## src/rtl/rep_code_pkg.sv

```systemverilog
// Shared constants and types for the repetition-code transmitter and its matching receiver.
package rep_code_pkg;

    localparam int unsigned DEF_DATA_W = 8;
    localparam int unsigned DEF_REP    = 3;
    localparam int unsigned FRAME_LEN  = DEF_DATA_W * DEF_REP;

    typedef enum logic {
        IDLE = 1'b0,
        SEND = 1'b1
    } state_e;

    // Counter width for a 0..range-1 count; never narrower than one bit.
    function automatic int unsigned cnt_w(input int unsigned range);
        return (range > 1) ? $clog2(range) : 1;
    endfunction

endpackage

```

## src/rtl/rep_beat_counter.sv

```systemverilog
// Beat position within a frame: repetition index inside a bit, and bit index inside the word.
module rep_beat_counter
    import rep_code_pkg::*;
#(
    parameter int unsigned DATA_W = DEF_DATA_W,
    parameter int unsigned REP    = DEF_REP
) (
    input  logic                        clk,
    input  logic                        rst_n,
    input  logic                        en,
    output logic [cnt_w(REP)-1:0]       rep_cnt,
    output logic [cnt_w(DATA_W)-1:0]    bit_cnt,
    output logic                        rep_last_c,
    output logic                        last_c
);

    localparam int unsigned REP_W = cnt_w(REP);
    localparam int unsigned BIT_W = cnt_w(DATA_W);

    logic [REP_W-1:0] rep_cnt_q, rep_cnt_d;
    logic [BIT_W-1:0] bit_cnt_q, bit_cnt_d;
    logic             bit_last_c;

    assign rep_last_c = (rep_cnt_q == REP_W'(REP - 1));
    assign bit_last_c = (bit_cnt_q == BIT_W'(DATA_W - 1));
    assign last_c     = rep_last_c && bit_last_c;
    assign rep_cnt    = rep_cnt_q;
    assign bit_cnt    = bit_cnt_q;

    // Both counters wrap to zero on the final beat, leaving them ready for the next frame.
    always_comb begin
        rep_cnt_d = rep_cnt_q;
        bit_cnt_d = bit_cnt_q;
        if (en) begin
            if (rep_last_c) begin
                rep_cnt_d = '0;
                bit_cnt_d = bit_last_c ? '0 : bit_cnt_q + BIT_W'(1);
            end else begin
                rep_cnt_d = rep_cnt_q + REP_W'(1);
            end
        end
    end

    always_ff @(posedge clk or negedge rst_n) begin
        if (!rst_n) begin
            rep_cnt_q <= '0;
            bit_cnt_q <= '0;
        end else begin
            rep_cnt_q <= rep_cnt_d;
            bit_cnt_q <= bit_cnt_d;
        end
    end

endmodule

```

## src/rtl/rep_encoder_tx.sv

```systemverilog
// Repetition-code serializer: sends each data bit LSB first, REP beats per bit, under ready/valid flow control.
module rep_encoder_tx
    import rep_code_pkg::*;
#(
    parameter int unsigned DATA_W = DEF_DATA_W,
    parameter int unsigned REP    = DEF_REP
) (
    input  logic              clk,
    input  logic              rst_n,
    input  logic              in_valid,
    input  logic [DATA_W-1:0] in_data,
    output logic              in_ready,
    input  logic              out_ready,
    output logic              out_valid,
    output logic              tx_bit,
    output logic              tx_sof,
    output logic              busy
);

    localparam int unsigned REP_W = cnt_w(REP);
    localparam int unsigned BIT_W = cnt_w(DATA_W);

    state_e            state_q, state_d;
    logic [DATA_W-1:0] shreg_q, shreg_d;
    logic [REP_W-1:0]  rep_cnt;
    logic [BIT_W-1:0]  bit_cnt;
    logic              rep_last_c;
    logic              last_c;
    logic              beat_acc_c;
    logic              accept_c;

    assign busy       = (state_q == SEND);
    assign out_valid  = busy;
    assign beat_acc_c = out_valid && out_ready;
    assign tx_sof     = busy && (rep_cnt == '0) && (bit_cnt == '0);
    assign tx_bit     = busy && shreg_q[0];

    rep_beat_counter #(
        .DATA_W (DATA_W),
        .REP    (REP)
    ) u_beat_counter (
        .clk        (clk),
        .rst_n      (rst_n),
        .en         (beat_acc_c),
        .rep_cnt    (rep_cnt),
        .bit_cnt    (bit_cnt),
        .rep_last_c (rep_last_c),
        .last_c     (last_c)
    );

    // A new word may only land when the shifter is free by the next edge: idle, or on an accepted final beat.
    always_comb begin
        state_d  = state_q;
        shreg_d  = shreg_q;
        in_ready = 1'b0;
        case (state_q)
            IDLE:    in_ready = 1'b1;
            SEND:    in_ready = last_c && out_ready;
            default: in_ready = 1'b0;
        endcase
        accept_c = in_valid && in_ready;
        if (beat_acc_c && rep_last_c) begin
            shreg_d = shreg_q >> 1;
        end
        if (accept_c) begin
            shreg_d = in_data;
            state_d = SEND;
        end else if (beat_acc_c && last_c) begin
            state_d = IDLE;
        end
    end

    always_ff @(posedge clk or negedge rst_n) begin
        if (!rst_n) begin
            state_q <= IDLE;
            shreg_q <= '0;
        end else begin
            state_q <= state_d;
            shreg_q <= shreg_d;
        end
    end

endmodule

```

## config.mk

```make
export PLATFORM = sky130hd
export DESIGN_NAME = rep_encoder_tx
export DESIGN_NICKNAME = d
export VERILOG_FILES = /design/src/rtl/rep_code_pkg.sv /design/src/rtl/rep_beat_counter.sv /design/src/rtl/rep_encoder_tx.sv
export SDC_FILE = /design/constraint.sdc
export NUM_CORES = 1
export LEC_CHECK = 0
export BUFFER_PORTS_ARGS = -buffer_cell sky130_fd_sc_hd__clkbuf_2
export CORE_MARGIN = 8
export CORE_UTILIZATION = 59
export CTS_BUF_LIST = sky130_fd_sc_hd__clkbuf_8
export DETAILED_ROUTE_END_ITERATION = 8
export HOLD_SLACK_MARGIN = 0.08
export PLACE_DENSITY = 0.86
export SKIP_CTS_REPAIR_TIMING = 1
export SLEW_MARGIN = 15
export SYNTH_ARGS = -nofsm -noshare
export SYNTH_HDL_FRONTEND = slang
export SYNTH_HIERARCHICAL = 1
export SYNTH_SLANG_ARGS = --single-unit
```

## constraint.sdc

```tcl
create_clock -name clk -period 3.7 [get_ports clk]
set_input_delay 0.555 -clock clk [delete_from_list [all_inputs] [get_ports clk]]
set_output_delay 0.555 -clock clk [all_outputs]
set_load 0.005 [all_outputs]
```

==> flow_metrics.env, run 1 <==
export IMPL_boundaryPins=17
export IMPL_initial_core_util_pct=61.14
export IMPL_cts_root_buffer_cell="clkbuf_8"
export IMPL_n_fill_cell=92
export IMPL_p_sw_share_pct=29.19
export IMPL_fin_crit_ns=2.131
export IMPL_setup_viol=0
export IMPL_yosys_warnings=6
export IMPL_vias_per_cell=5.568
export IMPL_synthCells=54
export IMPL_grt_pass1_vias=548
export IMPL_areaGrowthSynthToFinish_pct=18.87
export IMPL_vias=490
export IMPL_ys_types=19
export IMPL_grt_pass1_wl_um=2642
export IMPL_syn_cell_area_um2=775.7
export IMPL_totalWireLength_um=1522
export IMPL_tns_ns=0
export IMPL_hold_class="in -> async"
export IMPL_crit_required_ns=3.14
export IMPL_relSlewSlack_pct=77.40
export IMPL_grt_use_total_pct=13.16
export IMPL_finalMaxSlewViolations=0
export IMPL_firstDrtPassIters=3
export IMPL_antenna_found_initial=0
export IMPL_synth_area_per_cell_um2=14.37
export IMPL_peakVddDrop_v=0.0004426
export IMPL_fmax_mhz=469.2
export IMPL_pwr_share_clk_pct=22.2
export IMPL_power_uw=683.6
export IMPL_synth_top_cell_by_area="dfrtp_1"
export IMPL_finClkSkew_ns=0.002498
export IMPL_die_w_um=52.26
export IMPL_postSynthRegisterBits=14
export IMPL_dp_hpwl_um=1149
export IMPL_nNetsFinal=88
export IMPL_wl_per_cell_um=17.30
export IMPL_clk_pin_slew_ns=0.06
export IMPL_path_delay_family="adder cells"
export IMPL_synth_net_count=68
export IMPL_grt_ovfl_total=0
export IMPL_status="completed"
export IMPL_period_share_pct=57.61
export IMPL_clock_sinks=14
export IMPL_max_slew_worst_pin_slew_ns=0.3389
export IMPL_drc=0
export IMPL_crit_arrival_ns=1.58
export IMPL_top_usage_layer="met2"
export IMPL_crit_chain="ha_1 > ha_1 > and2_1 > a21bo_2 > clkbuf_2"
export IMPL_ant_nets=0
export IMPL_place_congestion=0.7178
export IMPL_rrSetupSlack_ns=1.89
export IMPL_cpPeakStageDelay_ns=0.40
export IMPL_coreArea_mm2=0.001269
export IMPL_rows=13
export IMPL_port_buffers=16
export IMPL_p_per_area_mw_per_mm2=741.3
export IMPL_power_switching_uw=199.5
export IMPL_htree_num_levels=1
export IMPL_cpMostUsedCell="ha_1"
export IMPL_dieArea_mm2=0.002731
export IMPL_drv_cap=0
export IMPL_cts_buffer_depth=2
export IMPL_synth_top_area_share_pct=45.16
export IMPL_drt_iter0_drc=3
export IMPL_rsz0062_at_grt="no"
export IMPL_path_buf_inv=1
export IMPL_p_leak_nw=0.5043
export IMPL_drive_gt1_share_pct=60.27
export IMPL_yosysSeqAreaShare_pct=45.16
export IMPL_synthTopCellsByArea="dfrtp_1 (45%), mux2_4 (19%), mux2_2 (12%)"
export IMPL_hold_violations=0
export IMPL_multiInputGateArea_um2=414.1
export IMPL_worstSetupStartpointType="flip-flop"
export IMPL_gr_usage_met1_pct=14.81
export IMPL_seq_area_um2=350.3
export IMPL_grt_max_degree=15
export IMPL_power_frac_comb_pct=37.9
export IMPL_use_met3_pct=6.818
export IMPL_final_common_cell="clkbuf_2"
export IMPL_p_int_uw=484.1
export IMPL_clkLatencyLatePin_ns=0.25
export IMPL_worstSetupEndpointType="primary output"
export IMPL_critPathKind="reg -> out"
export IMPL_use_met2_pct=21.20
export IMPL_slowest_stage="dfrtp_1"
export IMPL_dieHeight_um=52.26
export IMPL_cts_buffers=3
export IMPL_cts_tree="done"
export IMPL_seqPwrFrac_pct=39.9
export IMPL_cp_max_fo=4
export IMPL_most_common_layout_cells="clkbuf_2 (16), dfrtp_1 (14), mux2_4 (10)"
export IMPL_antenna_cells=0
==> worst reg2reg max path, delay by kind of cell, from the launching register on <==
kind                     cells  cell delay (ns)
multiplexers                 1             0.32
adder cells (fa/ha/maj)      2             0.43
AO/OA/AOI/OAI                1             0.24
AND/OR/NAND/NOR              2             0.30
flip-flops                   1             0.40
==> metrics by stage <==
step | worst slack, ns | instance area [um^2] | cells | util (%) | hold slack (ns)
after CTS | 1.558 | 922.1 | 88 | 72.68 | 0.2128
after global routing | 1.526 | 922.1 | 88 | 72.68 | 0.2303
final | 1.569 | 922.1 | 88 | 72.68 | 0.1955
after detailed placement | 1.831 | 867.1 | 84 | 68.34 | 0.4735
after floorplan | 1.992 | 775.7 | 54 | - | 0.2594
after global placement | 1.879 | 867.1 | 84 | 68.34 | 0.4779
==> area by class of cell <==
class | count | area share (%)
multi-input combinational | 38 | 44.91
tap | 15 | 2.035
clock buffer | 4 | 5.970
sequential | 14 | 37.99
timing repair buffer | 16 | 8.684
inverter | 1 | 0.4071
==> logic make-up (layout without fill, tap and decap cells) <==
| group | count (synthesis) | count (layout) | share of synthesized area, % |
|---|---|---|---|
| AND/OR/NAND/NOR | 15 | 15 | 15.32 |
| multiplexers | 20 | 20 | 33.55 |
| flip-flops | 14 | 14 | 45.16 |
| buffers and inverters | 2 | 21 | 1.452 |
| AO/OA/AOI/OAI | 1 | 1 | 1.290 |
| adder cells (fa/ha/maj) | 2 | 2 | 3.225 |
==> registers in the layout, summed over array words and instances, names as in the netlist <==
name	cells
u_beat_counter/rep_cnt	2
shreg_q	8
busy	1
u_beat_counter/bit_cnt	3
==> synth_stat cells <==
library cell and number:
nand2_4 1, mux2i_1 2, nand2_1 2, and2_2 2
ha_1 2, nor2b_1 2, inv_1 1, nand2b_1 1
and2_1 1, a21bo_2 1, or4b_1 1, nand3_4 1
mux2_2 8, nor3_1 1, buf_4 1, nand3b_4 1
mux2_4 10, nor2_1 2, dfrtp_1 14
==> worst paths after layout <==
kind	to	cells past startpoint	from
max in group asynchronous	shreg_q[3]$_DFFE_PN0P_	1	rst_n
setup reg to reg	shreg_q[4]$_DFFE_PN0P_	6	u_beat_counter/bit_cnt[0]$_DFFE_PN0P_
min in group clk	shreg_q[7]$_DFFE_PN0P_	3	in_data[7]
hold reg to reg	shreg_q[7]$_DFFE_PN0P_	2	shreg_q[7]$_DFFE_PN0P_
hold / removal	u_beat_counter/rep_cnt[1]$_DFFE_PN0P_	1	rst_n
setup / recovery	in_ready	5	u_beat_counter/bit_cnt[0]$_DFFE_PN0P_
==> layer usage <==
| layer | vias to the layer above | part of all wire (%) |
|---|---|---|
| met2 | 13 | 52 |
| met1 | 245 | 41 |
| met5 | - | 0 |
| met4 | 0 | 1.4 |
| li1 | 230 | - |
| met3 | 2 | 5.9 |
==> power groups by stage <==
stage               clock, mW  combinational, mW  sequential (mW)
finish                  0.152              0.259            0.273
global route            0.163              0.284            0.282
CTS                     0.154              0.263            0.272
detailed placement          0              0.261            0.273
global placement            0              0.241            0.265
floorplan                   0              0.206            0.255
Note: power is estimated with default switching activity, not from simulation.
==> run 2: changes to the inputs <==
- CORE_UTILIZATION: 59 -> 54
- PLACE_DENSITY: 0.86 -> 0.79
- clock period: 3.7 -> 2.1 ns (I/O delays scaled with it)
==> flow_metrics.env, run 2 (synthesized netlist as in run 1, its figures left out) <==
export IMPL_nNetsFinal=89
export IMPL_vias_per_cell=5.315
export IMPL_tns_ns=0
export IMPL_p_sw_share_pct=26.63
export IMPL_setup_viol=0
export IMPL_cp_max_fo=4
export IMPL_drive_gt1_share_pct=59.46
export IMPL_design_area_um2=932.1
export IMPL_dp_hpwl_um=943.3
export IMPL_max_slew_worst_pin_slew_ns=0.3485
export IMPL_worstSetupStartpointType="flip-flop"
export IMPL_power_frac_comb_pct=37.3
export IMPL_pwr_share_clk_pct=22.4
export IMPL_coreArea_mm2=0.001318
export IMPL_status="completed"
export IMPL_areaGrowthSynthToFinish_pct=20.16
export IMPL_drv_cap=0
export IMPL_top_register="shreg_q"
export IMPL_fmax_mhz=533.9
export IMPL_place_congestion=0.6708
export IMPL_use_met2_pct=14.09
export IMPL_htree_num_levels=1
export IMPL_relSlewSlack_pct=76.77
export IMPL_ant_nets=0
export IMPL_p_int_uw=849.7
export IMPL_n_fill_cell=90
export IMPL_hp_start="in_data[7]"
export IMPL_die_w_um=53.90
export IMPL_cts_tree="done"
export IMPL_r2r_start="u_beat_counter/bit_cnt[0]$_DFFE_PN0P_"
export IMPL_dieHeight_um=53.90
export IMPL_fin_crit_ns=1.873
export IMPL_hold_violations=0
export IMPL_antenna_found_initial=0
export IMPL_vias=473
export IMPL_placed_area_um2=867.1
export IMPL_peakVddDrop_v=0.0006535
export IMPL_power_switching_uw=308.4
export IMPL_p_per_area_mw_per_mm2=1242
export IMPL_crit_required_ns=1.78
export IMPL_clk_pin_slew_ns=0.05
export IMPL_grt_pass1_wl_um=2035
export IMPL_finalMaxSlewViolations=0
export IMPL_grt_pass1_vias=464
export IMPL_multiInputGateArea_um2=414.1
export IMPL_gr_usage_met1_pct=11.06
export IMPL_seqPwrFrac_pct=40.3
export IMPL_critPathKind="reg -> out"
export IMPL_drc=0
export IMPL_clkLatencyLatePin_ns=0.25
export IMPL_rsz0062_at_grt="no"
export IMPL_boundaryPins=17
export IMPL_top_usage_layer="met2"
export IMPL_p_leak_nw=0.5085
export IMPL_drt_iter0_drc=4
export IMPL_initial_core_util_pct=58.88
export IMPL_finClkSkew_ns=0.004406
export IMPL_port_buffers=16
export IMPL_rows=13
export IMPL_worstSetupEndpointType="primary output"
export IMPL_antenna_cells=0
export IMPL_period_share_pct=89.18
export IMPL_wl_per_cell_um=13.89
export IMPL_grt_use_total_pct=9.738
export IMPL_final_common_cell="clkbuf_2"
export IMPL_crit_arrival_ns=1.56
export IMPL_dieArea_mm2=0.002905
export IMPL_use_met3_pct=6.612
export IMPL_cts_root_buffer_cell="clkbuf_8"
export IMPL_largest_reg_flops=8
export IMPL_cts_buffers=3
export IMPL_grt_max_degree=15
export IMPL_cts_buffer_depth=2
export IMPL_grt_ovfl_total=0
export IMPL_totalWireLength_um=1236
export IMPL_crit_path_start="u_beat_counter/bit_cnt[0]$_DFFE_PN0P_"
export IMPL_seq_area_um2=350.3
export IMPL_clock_sinks=14
export IMPL_hold_class="in -> reg"
export IMPL_most_common_layout_cells="clkbuf_2 (16), dfrtp_1 (14), mux2_4 (10)"
export IMPL_firstDrtPassIters=3
[run 2: metal layers]
layer / vias to the layer above / wire, um
met1: 224 / 551
met5: - / 0
met2: 13 / 553
met4: 0 / 16
met3: 3 / 115
li1: 233 / -
[run 2: worst max-delay path: stages, from the launching register on]
cell and delay (ns):
dfrtp_1 0.40, ha_1 0.21, ha_1 0.20, and2_1 0.14
a21bo_2 0.24, clkbuf_2 0.12
[run 2: path summary, 6_finish.rpt]
| path | slack, ns | to | cells after the start |
|---|---|---|---|
| worst max-delay path | 0.23 | in_ready | 5 |
| worst min-delay path | 0.28 | shreg_q[7]$_DFFE_PN0P_ | 3 |
| worst max register to register | 0.31 | shreg_q[6]$_DFFE_PN0P_ | 6 |
| worst min register to register | 0.53 | shreg_q[7]$_DFFE_PN0P_ | 2 |
| max in group asynchronous | 1.34 | shreg_q[4]$_DFFE_PN0P_ | 2 |
| min in group asynchronous | 0.50 | busy$_DFFE_PN0P_ | 2 |
[run 2: layout make-up]
cell class,count,area share (%)
clock buffers,4,5.906
inverters,1,0.4027
multi-input cells,38,44.43
flip-flops and latches,14,37.58
well taps,15,2.013
repair buffers,17,9.664
[run 2: per-stage QoR]
step	hold slack (ns)	total power [mW]	cells	setup slack [ns]	util (%)
global route	0.2759	1.237	89	0.1542	70.75
finish	0.2835	1.158	89	0.2271	70.75
detailed placement	0.2364	0.9076	84	0.3026	65.81
CTS	-0.03265	1.175	88	0.2139	69.99
global placement	0.2329	0.8946	84	0.3616	65.81
floorplan	0.01941	0.8121	54	0.3924	-
[run 2: power groups by stage]
stage	Sequential, mW	Clock [mW]	Combinational, mW
floorplan	0.450	0	0.363
global placement	0.468	0	0.427
detailed placement	0.472	0	0.435
CTS	0.467	0.269	0.439
global route	0.482	0.283	0.471
finish	0.467	0.259	0.432
==> run 3: changes to the inputs <==
- ABC_AREA: unset -> 1
- CORE_UTILIZATION: 54 -> 55
- PLACE_DENSITY: 0.79 -> 0.8
==> flow_metrics.env, run 3 <==
export IMPL_dieHeight_um=55.28
export IMPL_synth_net_count=115
export IMPL_initial_core_util_pct=57.65
export IMPL_r2r_start="u_beat_counter/bit_cnt[0]$_DFFE_PN0P_"
export IMPL_r2r_end="shreg_q[5]$_DFFE_PN0P_"
export IMPL_period_share_pct=92.83
export IMPL_place_congestion=0.8166
export IMPL_setup_viol=0
export IMPL_synthCells=101
export IMPL_yosysMostFrequentCell="nand2_1"
export IMPL_hold_class="in -> reg"
export IMPL_hold_depth=3
export IMPL_firstDrtPassIters=5
export IMPL_power_frac_comb_pct=38.2
export IMPL_worstSetupEndpointType="primary output"
export IMPL_pwr_share_clk_pct=18.2
export IMPL_dieArea_mm2=0.003055
export IMPL_ys_types=19
export IMPL_coreArea_mm2=0.001471
export IMPL_drv_cap=0
export IMPL_clk_pin_slew_ns=0.05
export IMPL_top_register="shreg_q"
export IMPL_grt_max_degree=17
export IMPL_synthTopCellsByArea="dfrtp_1 (41%), nand2_1 (13%), nand3_1 (8.3%)"
export IMPL_htree_num_levels=1
export IMPL_totalWireLength_um=1707
export IMPL_drive_gt1_share_pct=25.44
export IMPL_port_buffers=16
export IMPL_critPathKind="reg -> out"
export IMPL_design_area_um2=938.4
export IMPL_ys_top_cells_by_count="nand2_1 (30), dfrtp_1 (14), nand3_1 (14), nand3b_1 (8), nand4_1 (7)"
export IMPL_ant_nets=0
export IMPL_hold_violations=0
export IMPL_synth_area_per_cell_um2=8.399
export IMPL_vias_per_cell=5.462
export IMPL_syn_cell_area_um2=848.3
export IMPL_clkLatencyLatePin_ns=0.24
export IMPL_dp_hpwl_um=1232
export IMPL_finalMaxSlewViolations=0
export IMPL_relSlewSlack_pct=69.50
export IMPL_synth_ff_type="dfrtp_1"
export IMPL_power_switching_uw=475.1
export IMPL_cts_buffer_depth=2
export IMPL_final_common_cell="nand2_1"
export IMPL_cpPeakStageDelay_ns=0.41
export IMPL_largest_reg_flops=8
export IMPL_placed_area_um2=887.1
export IMPL_areaGrowthSynthToFinish_pct=10.62
export IMPL_cts_tree="done"
export IMPL_cts_buffers=3
export IMPL_hold_end="shreg_q[7]$_DFFE_PN0P_"
export IMPL_p_per_area_mw_per_mm2=1261
export IMPL_rsz0062_at_grt="no"
export IMPL_synth_edf_count=0
export IMPL_antenna_cells=0
export IMPL_wl_per_cell_um=13.13
export IMPL_tns_ns=0
export IMPL_nNetsFinal=130
export IMPL_die_w_um=55.28
export IMPL_final_core_util_pct=63.78
export IMPL_rrSetupSlack_ns=0.39
export IMPL_synth_top_area_share_pct=41.30
export IMPL_rr_worst_depth=9
export IMPL_cts_root_buffer_cell="clkbuf_8"
export IMPL_worstSetupStartpointType="flip-flop"
export IMPL_finClkSkew_ns=0.0004751
export IMPL_drt_iter0_drc=16
export IMPL_power_mw=1.183
export IMPL_fmax_mhz=513.0
export IMPL_peakVddDrop_v=0.0007450
export IMPL_seqPwrFrac_pct=43.6
export IMPL_p_int_uw=707.9
export IMPL_grt_pass1_wl_um=3056
export IMPL_async_flop_share_pct=100.0
export IMPL_p_sw_share_pct=40.16
export IMPL_max_slew_worst_pin_slew_ns=0.4574
export IMPL_crit_arrival_ns=1.63
export IMPL_cp_max_fo=11
export IMPL_boundaryPins=17
export IMPL_rows=14
export IMPL_slowest_stage="dfrtp_1"
export IMPL_p_leak_nw=0.5236
export IMPL_crit_chain="ha_1 > ha_1 > and3_2 > nand2_4 > nand2_4 > clkbuf_2"
export IMPL_fin_crit_ns=1.949
export IMPL_grt_pass1_vias=692
export IMPL_postSynthRegisterBits=14
export IMPL_crit_required_ns=1.78
export IMPL_synth_top_cell_by_area="dfrtp_1"
export IMPL_grt_ovfl_total=0
export IMPL_vias=710
export IMPL_hp_start="in_data[7]"
export IMPL_antenna_found_initial=0
export IMPL_most_common_layout_cells="nand2_1 (30), clkbuf_2 (16), nand3_1 (14), dfrtp_1 (14), nand3b_1 (8)"
export IMPL_yosysSeqAreaShare_pct=41.30
export IMPL_grt_use_total_pct=11.82
export IMPL_n_fill_cell=127
export IMPL_status="completed"
export IMPL_drc=0
export IMPL_yosys_warnings=6
export IMPL_clock_sinks=14
-- run 3: final cells by class --
cell class	count	area, um^2	share of cell area, %
Clock buffer	3	41.29	4.400
Sequential cell	14	350.3	37.33
Inverter	5	18.77	2.000
Multi-Input combinational cell	75	417.9	44.53
Tap cell	16	20.02	2.133
Timing Repair Buffer	17	90.09	9.600
-- run 3: power by group through the flow --
stage                     sequential [mW]  combinational (mW)  clock [mW]
after floorplan                     0.477               0.386           0
after global placement              0.508               0.437           0
after detailed placement            0.514               0.448           0
after CTS                           0.513               0.455       0.219
after global routing                0.532               0.531       0.229
final                               0.516               0.452       0.216
-- run 3: worst max path at each step --
| stage | slack, ns | from | to | cells after the start |
|---|---|---|---|---|
| global route | 0.08 | u_beat_counter/bit_cnt[0]$_DFFE_PN0P_ | in_ready | 6 |
| CTS | 0.15 | u_beat_counter/bit_cnt[0]$_DFFE_PN0P_ | in_ready | 6 |
| finish | 0.15 | u_beat_counter/bit_cnt[0]$_DFFE_PN0P_ | in_ready | 6 |
| global placement | 0.46 | u_beat_counter/bit_cnt[0]$_DFFE_PN0P_ | shreg_q[4]$_DFFE_PN0P_ | 9 |
| floorplan | 0.51 | u_beat_counter/bit_cnt[0]$_DFFE_PN0P_ | in_ready | 6 |
| detailed placement | 0.41 | u_beat_counter/bit_cnt[0]$_DFFE_PN0P_ | shreg_q[5]$_DFFE_PN0P_ | 9 |
-- run 3: metrics by stage --
| step | std cells | hold WS, ns | setup slack [ns] |
|---|---|---|---|
| after floorplan | 101 | 0.01941 | 0.5143 |
| final | 130 | 0.3067 | 0.1506 |
| after detailed placement | 126 | 0.2427 | 0.4096 |
| after CTS | 129 | -0.01446 | 0.1525 |
| after global routing | 130 | 0.3419 | 0.07806 |
| after global placement | 126 | 0.2400 | 0.4602 |
-- run 3: kinds of logic after synthesis --
| family | share of synthesized area, % |
|---|---|
| DFF | 41.30 |
| and+or+nand+nor | 45.13 |
| adders and majority gates | 2.949 |
| AOI/OAI and AO/OA | 1.180 |
| buffers and inverters | 9.439 |
-- run 3: worst max-delay path, delay by kind of cell, from the launching register on --
kind          cells  cell delay [ns]
simple gates      3             0.39
buf+inv           1             0.15
flops             1             0.41
fa+ha+maj         2             0.43
-- run 3: metal layers --
metal / wire (um) / share of wire [%] / GRT usage [%]
met1: 841 / 49 / 14.73
met2: 716 / 42 / 16.99
met3: 119 / 7.0 / 5.023
met4: 29 / 1.7 / 5.634
met5: 0 / 0 / 0
